[config.mk]
export PLATFORM = sky130hd
export DESIGN_NAME = lsu_bus_if
export DESIGN_NICKNAME = d
export VERILOG_FILES = /design/src/rtl/lsu_bus_if.sv
export SDC_FILE = /design/constraint.sdc
export NUM_CORES = 1
export LEC_CHECK = 0
export BUFFER_PORTS_ARGS = -buffer_cell sky130_fd_sc_hd__buf_2
export CAP_MARGIN = 40
export CORE_MARGIN = 4
export CORE_UTILIZATION = 45
export CTS_BUF_LIST = sky130_fd_sc_hd__clkbuf_8 sky130_fd_sc_hd__clkbuf_16
export CTS_CLUSTER_SIZE = 24
export DETAILED_ROUTE_END_ITERATION = 8
export PLACE_DENSITY = 0.77
export SLEW_MARGIN = 25
export SYNTH_ARGS = -nofsm -noshare
export SYNTH_HDL_FRONTEND = slang
export SYNTH_SLANG_ARGS = --single-unit
[constraint.sdc]
create_clock -name clk -period 2.4 [get_ports clk]
set_input_delay 0.48 -clock clk [delete_from_list [all_inputs] [get_ports clk]]
set_output_delay 0.48 -clock clk [all_outputs]
set_load 0.05 [all_outputs]
[src/rtl/lsu_bus_if.sv]
// Memory-stage load/store unit: issues one valid/ready bus access per M-stage instruction and returns extended load data.
// Latency: a zero-wait store stalls for 1 cycle, a zero-wait load for 2. Data and pipeline release come in DONE.
// Backpressure: bus_req is held with stable fields until bus_gnt. StallLSU holds IF..M until the access is done or times out.
module lsu_bus_if #(
    parameter int TIMEOUT = 255,
    parameter int CNT_W   = 8
) (
    input  logic        clk,
    input  logic        reset,
    input  logic [1:0]  MemReadWriteM,
    input  logic [1:0]  data_typeM,
    input  logic        unsignM,
    input  logic [31:0] AddrM,
    input  logic [31:0] WriteDataM,
    input  logic        HoldM,
    output logic        StallLSU,
    output logic [31:0] ReadDataM,
    output logic        misalign,
    output logic        bus_err,
    output logic        bus_req,
    output logic        bus_we,
    output logic [31:0] bus_addr,
    output logic [3:0]  bus_be,
    output logic [31:0] bus_wdata,
    input  logic        bus_gnt,
    input  logic        bus_rvalid,
    input  logic [31:0] bus_rdata
);

    localparam logic [1:0] S_IDLE = 2'd0;
    localparam logic [1:0] S_REQ  = 2'd1;
    localparam logic [1:0] S_WAIT = 2'd2;
    localparam logic [1:0] S_DONE = 2'd3;

    localparam logic [CNT_W-1:0] CNT_LAST = CNT_W'(TIMEOUT - 1);

    logic [1:0]       state;
    logic [CNT_W-1:0] cnt;

    logic [31:0] cap_addr;
    logic [3:0]  cap_be;
    logic [31:0] cap_wdata;
    logic        cap_we;
    logic [1:0]  cap_type;
    logic        cap_unsign;
    logic [1:0]  cap_off;

    logic        align_ok;
    logic        rw_ok;
    logic        idle_act;
    logic        issue;
    logic [3:0]  new_be;
    logic [31:0] new_wdata;
    logic [7:0]  lane_b;
    logic [15:0] lane_h;
    logic [31:0] load_ext;

    always_comb begin
        align_ok = 1'b0;
        case (data_typeM)
            2'b00:   align_ok = (AddrM[1:0] == 2'b00);
            2'b01:   align_ok = ~AddrM[0];
            2'b10:   align_ok = 1'b1;
            default: align_ok = 1'b0;
        endcase
    end

    assign rw_ok    = (MemReadWriteM == 2'b10) || (MemReadWriteM == 2'b01);
    assign idle_act = (state == S_IDLE) && !reset;
    assign issue    = idle_act && rw_ok && align_ok;
    // Bad accesses never reach the bus and never stall; the trap logic consumes the pulse.
    assign misalign = idle_act && (MemReadWriteM != 2'b00) && !(rw_ok && align_ok);

    always_comb begin
        new_be    = 4'b1111;
        new_wdata = WriteDataM;
        case (data_typeM)
            2'b10: begin
                new_be    = 4'b0001 << AddrM[1:0];
                new_wdata = {4{WriteDataM[7:0]}};
            end
            2'b01: begin
                new_be    = 4'b0011 << {AddrM[1], 1'b0};
                new_wdata = {2{WriteDataM[15:0]}};
            end
            default: begin
                new_be    = 4'b1111;
                new_wdata = WriteDataM;
            end
        endcase
    end

    always_comb begin
        bus_req   = 1'b0;
        bus_we    = 1'b0;
        bus_addr  = '0;
        bus_be    = '0;
        bus_wdata = '0;
        if (issue) begin
            bus_req   = 1'b1;
            bus_we    = MemReadWriteM[0];
            bus_addr  = {AddrM[31:2], 2'b00};
            bus_be    = new_be;
            bus_wdata = new_wdata;
        end else if (state == S_REQ) begin
            bus_req   = 1'b1;
            bus_we    = cap_we;
            bus_addr  = cap_addr;
            bus_be    = cap_be;
            bus_wdata = cap_wdata;
        end
    end

    assign StallLSU = issue || (state == S_REQ) || (state == S_WAIT);

    always_comb begin
        lane_b   = bus_rdata[{cap_off, 3'b000} +: 8];
        lane_h   = cap_off[1] ? bus_rdata[31:16] : bus_rdata[15:0];
        load_ext = bus_rdata;
        case (cap_type)
            2'b10:   load_ext = cap_unsign ? {24'h0, lane_b} : {{24{lane_b[7]}}, lane_b};
            2'b01:   load_ext = cap_unsign ? {16'h0, lane_h} : {{16{lane_h[15]}}, lane_h};
            default: load_ext = bus_rdata;
        endcase
    end

    always_ff @(posedge clk) begin
        if (reset) begin
            state      <= S_IDLE;
            cnt        <= '0;
            cap_addr   <= '0;
            cap_be     <= '0;
            cap_wdata  <= '0;
            cap_we     <= 1'b0;
            cap_type   <= '0;
            cap_unsign <= 1'b0;
            cap_off    <= '0;
            bus_err    <= 1'b0;
            ReadDataM  <= '0;
        end else begin
            bus_err <= 1'b0;
            case (state)
                S_IDLE: begin
                    if (issue) begin
                        cap_addr   <= {AddrM[31:2], 2'b00};
                        cap_be     <= new_be;
                        cap_wdata  <= new_wdata;
                        cap_we     <= MemReadWriteM[0];
                        cap_type   <= data_typeM;
                        cap_unsign <= unsignM;
                        cap_off    <= AddrM[1:0];
                        cnt        <= '0;
                        if (bus_gnt) state <= MemReadWriteM[0] ? S_DONE : S_WAIT;
                        else         state <= S_REQ;
                    end
                end
                S_REQ: begin
                    // A grant in the last counted cycle still wins over the abort.
                    if (bus_gnt) begin
                        cnt   <= '0;
                        state <= cap_we ? S_DONE : S_WAIT;
                    end else if (cnt == CNT_LAST) begin
                        bus_err   <= 1'b1;
                        ReadDataM <= '0;
                        state     <= S_DONE;
                    end else begin
                        cnt <= cnt + CNT_W'(1);
                    end
                end
                S_WAIT: begin
                    if (bus_rvalid) begin
                        ReadDataM <= load_ext;
                        state     <= S_DONE;
                    end else if (cnt == CNT_LAST) begin
                        bus_err   <= 1'b1;
                        ReadDataM <= '0;
                        state     <= S_DONE;
                    end else begin
                        cnt <= cnt + CNT_W'(1);
                    end
                end
                S_DONE: begin
                    if (!HoldM) state <= S_IDLE;
                end
                default: state <= S_IDLE;
            endcase
        end
    end

endmodule
==> run metrics <==
outcome=complete, but fails checks; violated checks=setup timing; Starting Density=0.461; Routed Antenna Nets=0; Port Buf Inserts=~210; Synth Cell Area=~5800 µm²; Slew @ Worst Pin=just under 0.9 ns; Synth Register Bits=115; CTS tree=built; Final Hold Fails=0; WP data required=roughly 1.9 ns; skew final=roughly 0.0075 ns; share of cells above drive strength 1=0.534; root buf cell=clkbuf_16; core area=12,700 µm²; max_slew headroom=0.413; CP Class=flop to output port; largest net degree at the start of global routing=77; vias=around 7,000; Warnings, synthesis=0; die area=between 10,000 and 15,000 µm²; Area Overhead vs Synth=77.0%; Pins Over Slew Limit=0; Pwr per Cell Area=around 670 nW/µm²; post-layout min period=approximately 2.7 ns; routed vias/inst=approximately 5.8; mean post-synth cell area=about 7.5 µm²; # diodes=0; MaxCap Viol Count=0; number of global-route vias before repair=between 7,000 and 8,000; ys async rst share=0; number of flops mapped to enable cells by yosys=0; Starting DRT DRC Count=~650; sequential area share after synthesis=0.394; Critical Path End Type=output port; Synth area leaders=dfxtp_1 39%, nand2_1 16%, a21oi_1 8.1%; H-tree Lvls=4; I/O pins=211; Die H=between 100 and 150 µm; Chip Width=122 µm; commonest non-fill, non-tap cells in the layout=138 x buf_2, 114 x dfxtp_1, 101 x nand2_1; crit share post-route=1.13; Mapped Cells=around 800; global-route wire length before repair=35.5 mm; initial antenna violation count=0; nets=1,183; Longest Clk Path Bufs=2; Core Rows=a little over 40; GP Congestion=just under 0.9; Avg WL per Cell=20.0 µm; PnR worst setup slack=-0.301 ns; CTS Sinks=between 100 and 150; clock power share=0.359; global-route usage over all layers=0.298; internal power=roughly 4500 µW; ys flop type=dfxtp_1; crit path launch type=flop; residual DRC count=0; # setup viols final=between 60 and 70; Sequential Power Share=0.296; Num CTS Buffers=17; clock transition at the registers of the reported paths=approximately 0.060 ns; total iterations of the first detailed-routing run=6; Sw Ratio=0.343; peak supply drop=0.000568 V; most common cell after layout, fill and taps aside=buf_2; final wirelength=25.0 mm; Comb pwr share=0.345; final std cells w/o fill=~1,200; fmax=between 300 and 400 MHz; Leak=0.00465 µW; CP arrival=2.22 ns; CP max FO=6; RSZ-0062 raised after global routing=yes; dpl hpwl=about 13 mm; cell taking the most area after synthesis=dfxtp_1; Switch Pwr=approximately 2400 µW; HP Class=input port to flop; clock latency on the worst-skew pair=~0.42 ns; top-area cell type share of the netlist area=0.394; GR Overflow Total=0; fin util=0.816; Cell variety after synth=51; dpl cells=1,196; Hold-fix buffers, CTS=0
flip-flops by register name, indices dropped and copies added (netlist names):
name and flops:
ReadDataM 32, bus_err 1, cap_addr 30, cap_be 4, cap_off 2, cap_type 2
cap_unsign 1, cap_wdata 32, cap_we 1, cnt 8, state 2
per-stage QoR:
stage	instance area (µm²)	setup WS, ns	setup TNS (ns)	total power [µW]	hold WS, ns
2_1_floorplan	6550	-0.128	-4.51	3210	0.433
3_3_place_gp	8290	-0.393	-22.90	3750	0.432
3_5_place_dp	8300	-0.432	-24.22	3770	0.437
4_1_cts	9950	-0.273	-14.94	6650	0.274
5_1_grt	10300	-0.357	-20.52	7120	0.287
6_report	10300	-0.301	-16.29	6910	0.283
routing by layer:
layer,GRT usage,share of wire
met1,0.345,0.37
met2,0.520,0.51
met3,0.0738,0.083
met4,0.132,0.041
met5,0,0
power groups by stage:
stage          sequential (µW)  combinational [µW]  clock [µW]
2_1_floorplan             2140                1070           0
6_report                  2050                2380        2480
4_1_cts                   2040                2150        2460
5_1_grt                   2050                2480        2580
3_3_place_gp              2070                1680           0
3_5_place_dp              2070                1700           0
layout make-up:
type,instances,area (µm²)
Multi-Input combinational cell,594,4420
Timing Repair Buffer,320,2760
Fill cell,740,2340
Sequential cell,115,2300
Clock buffer,19,453
Tap cell,172,215
Clock inverter,13,119
Inverter,15,68.8
worst max-delay path: stages (launching register included):
cell and delay [ns]:
dfxtp_2 0.32, inv_2 0.07, ha_4 0.16, nand4bb_4 0.11, a221o_2 0.39, and2_4 0.24, buf_12 0.16, a21o_4 0.20
buf_6 0.15
cell usage after synthesis, types with 2 or more instances:
cell type,count
a21o_1,9
o41ai_1,2
buf_2,12
ha_1,14
a221o_1,24
a41oi_1,3
o31ai_1,2
a21oi_1,95
a21boi_0,8
nor2b_1,4
buf_4,6
mux2_2,9
nand3_1,4
o211ai_1,7
clkbuf_1,30
and2_1,12
nand2_1,249
nand2b_1,10
dfxtp_1,115
buf_1,5
o21a_1,10
or2_2,2
inv_1,15
a22oi_1,16
nor2_1,31
and3_1,6
o21ai_0,46
buf_6,4
a31oi_1,6
path summary, 6_finish.rpt:
check / slack (ns) / cells after the start / startpoint / to
setup / recovery: -0.30 / 8 / state[1] / bus_wdata[23]
hold / removal: 0.28 / 3 / unsignM / cap_unsign
setup reg to reg: 0.13 / 12 / state[1] / cnt[0]
hold reg to reg: 0.45 / 2 / ReadDataM[9] / ReadDataM[9]
timing repair:
item / 4_1_cts / 5_1_grt
buffers inserted: 9 / 2
gates cloned: 5 / 4
pin swaps: 16 / 7
resized for setup: 258 / 80
setup endpoints to repair: 70 / 70
cell families after synthesis:
| logic type | Yosys count | synth area share |
|---|---|---|
| DFF | 115 | 0.394 |
| AOI/OAI and AO/OA | 239 | 0.261 |
| buffers and inverters | 72 | 0.0579 |
| other | 1 | 0.000642 |
| and+or+nand+nor | 327 | 0.237 |
| adders and majority gates | 14 | 0.0300 |
| muxes | 10 | 0.0191 |
Note: power is estimated with default switching activity, not from simulation.
